`src/rtl/inv_shift_rows_stage.sv`:
```
// -----------------------------------------------------------------------------
// inv_shift_rows_stage
//
// Registered AES InvShiftRows stage for the decryption datapath. Each accepted
// 128-bit state is permuted on the way in and parked in a 2-entry elastic
// buffer, so stalls on either side never drop or reorder blocks.
//
// Byte layout: byte k = bits [8k:8k+7], row k%4, column k/4.
// Permutation: out[row r, col c] = in[row r, col (c-r) mod 4].
//
// Ports:
//   clk        rising-edge clock
//   rst        asynchronous active-high reset
//   flush      synchronous clear of all buffered blocks (beats push and pop)
//   in_valid   upstream block valid
//   in_ready   stage can accept a block this cycle
//   in_state   input state [0:127]
//   out_valid  out_state holds a valid block
//   out_ready  downstream accepts
//   out_state  InvShiftRows result (oldest buffered block)
//   blk_count  number of output handshakes since reset, wraps at 2^COUNT_W
//
// Optional feature, macro ISR_PARITY_EN:
//   in_parity  [0:15] even parity per input byte
//   out_parity [0:15] parity permuted and buffered alongside the data
//   parity_err sticky flag, set when a pushed byte disagrees with its parity;
//              cleared only by rst. The block itself is passed through.
// -----------------------------------------------------------------------------
module inv_shift_rows_stage #(
    parameter int COUNT_W = 16
) (
    input  logic               clk,
    input  logic               rst,
    input  logic               flush,
    input  logic               in_valid,
    output logic               in_ready,
    input  logic [0:127]       in_state,
    output logic               out_valid,
    input  logic               out_ready,
    output logic [0:127]       out_state,
    output logic [COUNT_W-1:0] blk_count
`ifdef ISR_PARITY_EN
    ,
    input  logic [0:15]        in_parity,
    output logic [0:15]        out_parity,
    output logic               parity_err
`endif
);

    // Source byte index for output byte j: same row, column shifted back by row.
    function automatic int src_byte(input int j);
        return 4 * (((j / 4) - (j % 4)) & 3) + (j % 4);
    endfunction

    function automatic logic [0:127] inv_shift(input logic [0:127] s);
        logic [0:127] r;
        r = '0;
        for (int j = 0; j < 16; j++) begin
            r[8*j +: 8] = s[8*src_byte(j) +: 8];
        end
        return r;
    endfunction

    logic [0:127] mem [2];
    logic         wr_ptr;
    logic         rd_ptr;
    logic [1:0]   cnt;
    logic         push;
    logic         pop;

    // in_ready depends only on registered occupancy and flush, never on
    // out_ready, so a full buffer cannot accept even when a pop is coming.
    assign in_ready  = (cnt != 2'd2) && !flush;
    assign out_valid = (cnt != 2'd0);
    assign push      = in_valid && in_ready;
    assign pop       = out_valid && out_ready && !flush;
    assign out_state = mem[rd_ptr];

    // NOTE: sequential state is updated only with non-blocking assignments so
    // every register sees the pre-edge values of the others.
    always_ff @(posedge clk or posedge rst) begin
        if (rst) begin
            cnt       <= 2'd0;
            wr_ptr    <= 1'b0;
            rd_ptr    <= 1'b0;
            blk_count <= '0;
        end else if (flush) begin
            cnt    <= 2'd0;
            wr_ptr <= 1'b0;
            rd_ptr <= 1'b0;
        end else begin
            if (push) wr_ptr <= ~wr_ptr;
            if (pop) begin
                rd_ptr    <= ~rd_ptr;
                blk_count <= blk_count + 1'b1;
            end
            case ({push, pop})
                2'b10:   cnt <= cnt + 2'd1;
                2'b01:   cnt <= cnt - 2'd1;
                default: cnt <= cnt;
            endcase
        end
    end

    // NOTE: the two entries are reset explicitly so out_state reads zero after
    // reset; it is a flop pair, not a RAM, so the reset costs nothing special.
    always_ff @(posedge clk or posedge rst) begin
        if (rst) begin
            mem[0] <= '0;
            mem[1] <= '0;
        end else if (push) begin
            mem[wr_ptr] <= inv_shift(in_state);
        end
    end

`ifdef ISR_PARITY_EN
    logic [0:15] par_mem [2];
    logic [0:15] par_perm;
    logic        par_bad;

    // NOTE: every always_comb output gets a default first so no path can
    // leave it unassigned and infer a latch.
    always_comb begin
        par_perm = '0;
        par_bad  = 1'b0;
        for (int j = 0; j < 16; j++) begin
            par_perm[j] = in_parity[src_byte(j)];
            if ((^in_state[8*j +: 8]) != in_parity[j]) par_bad = 1'b1;
        end
    end

    assign out_parity = par_mem[rd_ptr];

    always_ff @(posedge clk or posedge rst) begin
        if (rst) begin
            par_mem[0] <= '0;
            par_mem[1] <= '0;
            parity_err <= 1'b0;
        end else if (push) begin
            par_mem[wr_ptr] <= par_perm;
            if (par_bad) parity_err <= 1'b1;
        end
    end
`endif

endmodule

```
`config.mk`:
```
export PLATFORM = sky130hd
export DESIGN_NAME = inv_shift_rows_stage
export DESIGN_NICKNAME = d
export VERILOG_FILES = /design/src/rtl/inv_shift_rows_stage.sv
export SDC_FILE = /design/constraint.sdc
export NUM_CORES = 1
export LEC_CHECK = 0
export CORE_MARGIN = 2
export CORE_UTILIZATION = 46
export CTS_CLUSTER_SIZE = 25
export DETAILED_ROUTE_END_ITERATION = 6
export PLACE_DENSITY = 0.85
export SLEW_MARGIN = 0
export SYNTH_ARGS = -nofsm -noshare
export SYNTH_HDL_FRONTEND = slang
export SYNTH_SLANG_ARGS = --single-unit
```
`constraint.sdc`:
```
create_clock -name clk -period 9.2 [get_ports clk]
set_input_delay 1.84 -clock clk [delete_from_list [all_inputs] [get_ports clk]]
set_output_delay 1.84 -clock clk [all_outputs]
set_load 0.02 [all_outputs]
```
==> results.yml <==
clock_tree:
  root_buffer: "clkbuf_16"
  cts_hold_buf: 0
  cts_buffers: 30
  clkTransAtPathRegs_ps: 60
  cts_tree: "built"
  clk_latency_ps: 540
  cts_sinks: 276
  cts-resized-gates: 0
  post_cts_buffers: 0
  ctsHtreeMaxLevel: 1
  clockBufferDepth: 3
sta:
  slew_violations: 0
  fin_skew_ps: 14.7
  finalHoldViolCount: 0
  totalNegativeSetupSlack_ps: 0
  finalSetupViolCount: 0
  fmax_mhz: 188
  tightest_slew_ps: 1060
  whs_ps: 483
  post-route-period-util: 0.577
  slew_headroom: 0.292
  fin_crit_ps: 5310
  rsz0062_at_grt: "no"
setup_path:
  critPathArrivalTime_ps: 3470
  crit_fanout: 72
  crit_path_max_incr_delay_ps: 1090
  r2r_slack_ps: 6270
  crit_slowest_cell: "dfrtp_4"
  critPathKind: "flop to output port"
  critical_path_buf_inv_count: 2
  rr_endpoint: "mem[170]"
  worstSetupEndpointType: "output port"
  path_delay_family: "buffers and inverters"
  path_cells: "buf_4 > mux2_2 > clkdlybuf4s50_1"
  crit_required_ps: 7360
  reg2reg_from: "cnt[0]"
  ff2ff_path_depth: 5
  critPathLaunchType: "flop"
yosys:
  ys_seq_area_frac: 0.549
  synth_edf_count: 0
  synth_area_leaders: "dfrtp_1 55%, mux2_2 15%, mux2_4 14%, mux2_1 9.0%, buf_12 1.8%"
  synth_nets: 900
  synth_area_um2: 12600
  synth_top_area_share: 0.549
  yosysUniqueCellTypes: 34
  async_flop_share: 1.00
  synthFlopType: "dfrtp_1"
  syn_inst: 766
  syn_area_per_cell_um2: 16.4
  yosys_warnings: 0
  synth_area_leader_cell: "dfrtp_1"
  synth_seq_cells: 276
floorplanning:
  core-area_um2: 26900
  core.rowCount: 60
  die_x_um: 169
  ios: 279
  dieArea_um2: 28700
  die_h_um: 169
  start_util: 0.468
grt:
  antenna_found_initial: 0
  grt_pass1_wl_um: 42700
  grtUsageTotal: 0.184
  grt_pass1_vias: 7947
  gr-total-overflow: 0
  grt_max_degree: 157
final_layout:
  fin_nets: 1174
  layout-drive-gt1-share: 0.329
  fillers: 2067
  areaGrowthSynthToFinish_pct: 30.4
  antenna-diode-count: 0
placement:
  dp_hpwl_um: 17100
  place_congestion: 0.757
  port-buffer-count: 278
min_path:
  hp-start: "mem[42]"
  min_to: "mem[42]"
  hp-class: "flop to flop"
  whs_path_depth: 1
routing:
  drc: 0
  vias_per_cell: 5.10
  vias: 7159
  first_iter_violations: 272
  dr.pass1.iters: 4
  wl_per_cell_um: 19.0
  ant_nets: 0
  wl_um: 26700
power:
  sequentialPowerShare: 0.411
  clockPowerShare: 0.284
  p_sw_frac: 0.283
  leakage_nw: 7.06
  powerDensity_nw_per_um2: 257
  irDropWorstVdd_v: 0.000146
  combPwrFrac: 0.305
  switchingPower_mw: 1.19
  p_int_mw: 3.02
  design_power_total_mw: 4.22
run:
  drv_cap: 0
run_status:
  status: "finished, final reports clean"
[registers in the layout (all words and copies together) (netlist names)]
| name | count |
|---|---|
| wr_ptr | 1 |
| rd_ptr | 1 |
| blk_count | 16 |
| cnt | 2 |
| mem | 256 |
[cells in the final DEF, fill, tap and decap left out, types with 2 or more instances in the layout]
master	Yosys	routed
mux2_4	120	120
dfrtp_1	276	275
clkbuf_1	15	5
clkbuf_16	0	31
nand2_1	7	7
clkinvlp_4	0	3
bufinv_16	0	2
clkinv_2	0	9
buf_4	1	7
mux2_1	100	100
nand4_1	5	5
clkbuf_8	0	6
nor2_1	6	6
mux2_2	165	165
xor2_1	5	5
nand2b_1	2	2
clkdlybuf4s50_1	0	278
nand3_1	3	3
and3_1	4	4
xnor2_1	12	12
[metal layers]
layer	track usage	part of all wire	up-vias
li1	-	-	3278
met1	0.237	0.42	3618
met2	0.302	0.47	226
met3	0.0627	0.086	37
met4	0.0416	0.018	0
met5	0	0	-
[power groups by stage]
stage	Clock, mW	Sequential (mW)	Combinational (mW)
final	1.20	1.73	1.29
after global routing	1.28	1.78	1.37
after CTS	1.23	1.73	1.30
after floorplan	0	1.69	0.836
after global placement	0	1.72	1.27
after detailed placement	0	1.75	1.29
[cells in the mapped netlist (2+ instances only)]
cell / count
clkbuf_1: 15
nor2_1: 6
and3_1: 4
nand2_1: 7
nand3_1: 3
nand4_1: 5
buf_12: 11
mux2_2: 165
nand2b_1: 2
xor2_1: 5
mux2_1: 100
xnor2_1: 12
dfrtp_1: 276
buf_6: 16
mux2_4: 120
[layout make-up]
cell class              count  area [um^2]  area share
clock buffers              42          877      0.0535
clock inverters            13          120     0.00732
inverters                   1         7.51    0.000458
multi-input cells         445         5210       0.317
flip-flops and latches    276         6910       0.421
well taps                 341          427      0.0260
repair buffers            286         2860       0.174
[how the worst max path moves through the flow]
stage / from / end / slack [ps] / depth (start not counted)
finish: rd_ptr / out_state[52] / 3890 / 3
global placement: flush / in_ready / 4100 / 3
detailed placement: flush / in_ready / 4080 / 3
global route: rd_ptr / out_state[72] / 3690 / 3
floorplan: rst / blk_count[0] / 3710 / 1
CTS: rd_ptr / out_state[16] / 3790 / 3
[through the flow]
step           worst slack, ps  instances  instance area (um^2)  utilization
2_1_floorplan             3710        766                 12600            -
3_3_place_gp              4100       1349                 15400        0.573
3_5_place_dp              4080       1349                 15400        0.573
4_1_cts                   3790       1404                 16400        0.610
5_1_grt                   3690       1404                 16400        0.610
6_report                  3890       1404                 16400        0.610
[cell families after synthesis]
kind of cell | count (synthesis) | synth area share
and+or+nand+nor | 37 | 0.0175
adders and majority gates | 1 | 0.000994
DFF | 276 | 0.549
buffers and inverters | 45 | 0.0376
muxes | 386 | 0.381
AOI/OAI and AO/OA | 4 | 0.00189
xor gates and xnor gates | 17 | 0.0118
No activity file was read; power rests on OpenSTA's default activity.
==> variant, RTL diff (same settings) <==
The parameter `COUNT_W` goes from 16 to 32.
--- a/src/rtl/inv_shift_rows_stage.sv
+++ b/src/rtl/inv_shift_rows_stage.sv
@@ -29,3 +29,3 @@
 module inv_shift_rows_stage #(
-    parameter int COUNT_W = 16
+    parameter int COUNT_W = 32
 ) (
Interface: changed (resized blk_count); port bits go from 279 to 295. No check against the original RTL was run, so the function may have changed too.
==> variant against the original RTL <==
Sequential share of layout area rose by 1.1 points; sequential cell count rose by 16; power rose by 1.4%; area after synthesis rose by 1.3%; cell area rose by 3.2%; worst setup slack got worse by 0.034 ns; utilization rose by 1.4 points; cell count rose by 8.5%; combinational power fell by 5%; wire length rose by 7.3%; clock skew barely moved; largest cell class unchanged; highest routed layer unchanged.
==> variant: results (changes against the original RTL) <==
| Metric | Value |
|---|---|
| Repair and plain buffers | `301 (+5.2%)` |
| Tot GR Track Use | `0.196 (+0.0125)` |
| Storage cell area | `7310 um2 (+5.8%)` |
| Leakage power | `7.04 nW (-0.32%)` |
| Slew headroom | `0.332 (+0.0399)` |
| Outcome | `complete, no violations` |
| Post-Syn Instances | `840 (+9.7%)` |
| Internal | `3.09 mW (+2.1%)` |
| Sink Count | `292 (+5.8%)` |
| Cts bufs inserted | `31 (+3.3%)` |
| Post-route minimum period | `5.34 ns (+0.0341 ns)` |
| # port buffers | `294 (+5.8%)` |
| Post-route cell area | `16900 um2 (+3.2%)` |
| Largest net degree at the start of global routing | `161 (+2.5%)` |
| Clk tree area frac | `0.0616 (+0.000792)` |
| Clock Skews | `0.0150 ns (+0.000352 ns)` |
| Switching Share | `0.278 (-0.00488)` |
| Synth cell types | `28 (-18%)` |
| Total routed wirelength | `28700 um (+7.3%)` |
| Layout cells sized above 1 | `0.391 (+0.0617)` |
| Detailed Place HPWL | `18500 um (+7.7%)` |
| DP Worst Slack | `4.05 ns (-0.0226 ns)` |
| Clock Latency Late Sink | `0.55 ns` |
| Peak supply drop | `0.151 mV (+3.5%)` |
| Placed Cells incl. Taps | `1468 (+8.8%)` |
| Comb_multi_in | `496 (+11%)` |
| First-pass GRT wire length | `45700 um (+7.1%)` |
| Fillers | `2045 (-1.1%)` |
| Layout clock buffers | `47 (+12%)` |
| Biggest regs | `mem x256, blk_count x32, cnt x2` |
| Logic inverters | `7 (+6)` |
| Signal buffers share of area | `0.178 (+0.00367)` |
| Seq/Total Area, Yosys | `0.573 (+0.0242)` |
| DR iter-0 viols | `329 (+21%)` |
| CP max FO | `71 (-1.4%)` |
| Largest cells by area after synthesis | `dfrtp_1 (57%), mux2_2 (34%), buf_6 (2.1%)` |
| Nets | `1263 (+7.6%)` |
| Top cells by count, synth | `mux2_2 (385), dfrtp_1 (292), buf_6 (24)` |
| Multi-input gate area | `5070 um2 (-2.7%)` |
| Vias in the first global route | `8739 (+10%)` |
| Clk network pwr share | `0.293 (+0.009)` |
| Per-cell routed wire length | `18.8 um (-1.1%)` |
[variant: cell count changes after synthesis, moves of 6 or more]
cell	delta
buf_12	-11
buf_6	+8
dfrtp_1	+16
inv_1	+6
mux2_1	-100
mux2_2	+220
mux2_4	-120
nand2_1	+8
nand3_1	+8
nor2_1	+10
xnor2_1	+10
xor2_1	+6
[variant: logic make-up after synthesis]
kind of cell,synth area share
XOR/XNOR,0.0227
buffers and inverters,0.0307
adder cells (fa/ha/maj),0.000981
flip-flops,0.573
AO/OA/AOI/OAI,0.00344
AND/OR/NAND/NOR,0.0290
multiplexers,0.340
[variant: layer usage]
| layer | GRT usage | wire [um] |
|---|---|---|
| met5 | 0 | 0 |
| met2 | 0.341 | 14000 |
| met3 | 0.0647 | 2400 |
| met4 | 0.0554 | 744 |
| met1 | 0.233 | 11500 |
[variant: critical path, stage by stage, from the launching register on]
cell and delay [ns]:
dfrtp_4 0.99, buf_4 0.90, mux2_2 0.42, clkdlybuf4s50_1 0.59
[variant: final timing paths]
| kind | startpoint | end | slack (ns) | depth (start not counted) |
|---|---|---|---|---|
| worst max register to register | cnt[1]$_DFFE_PP0P_ | mem[108]$_DFFE_PP0P_ | 6.26 | 5 |
| worst min-delay path | blk_count[31]$_DFFE_PP0P_ | blk_count[31]$_DFFE_PP0P_ | 0.47 | 1 |
| worst min register to register | blk_count[31]$_DFFE_PP0P_ | blk_count[31]$_DFFE_PP0P_ | 0.47 | 1 |
| min in group asynchronous | rst | mem[166]$_DFFE_PP0P_ | 1.84 | 3 |
| worst max-delay path | rd_ptr$_DFFE_PP0P_ | out_state[116] | 3.86 | 3 |
| max in group asynchronous | rst | mem[97]$_DFFE_PP0P_ | 5.83 | 4 |
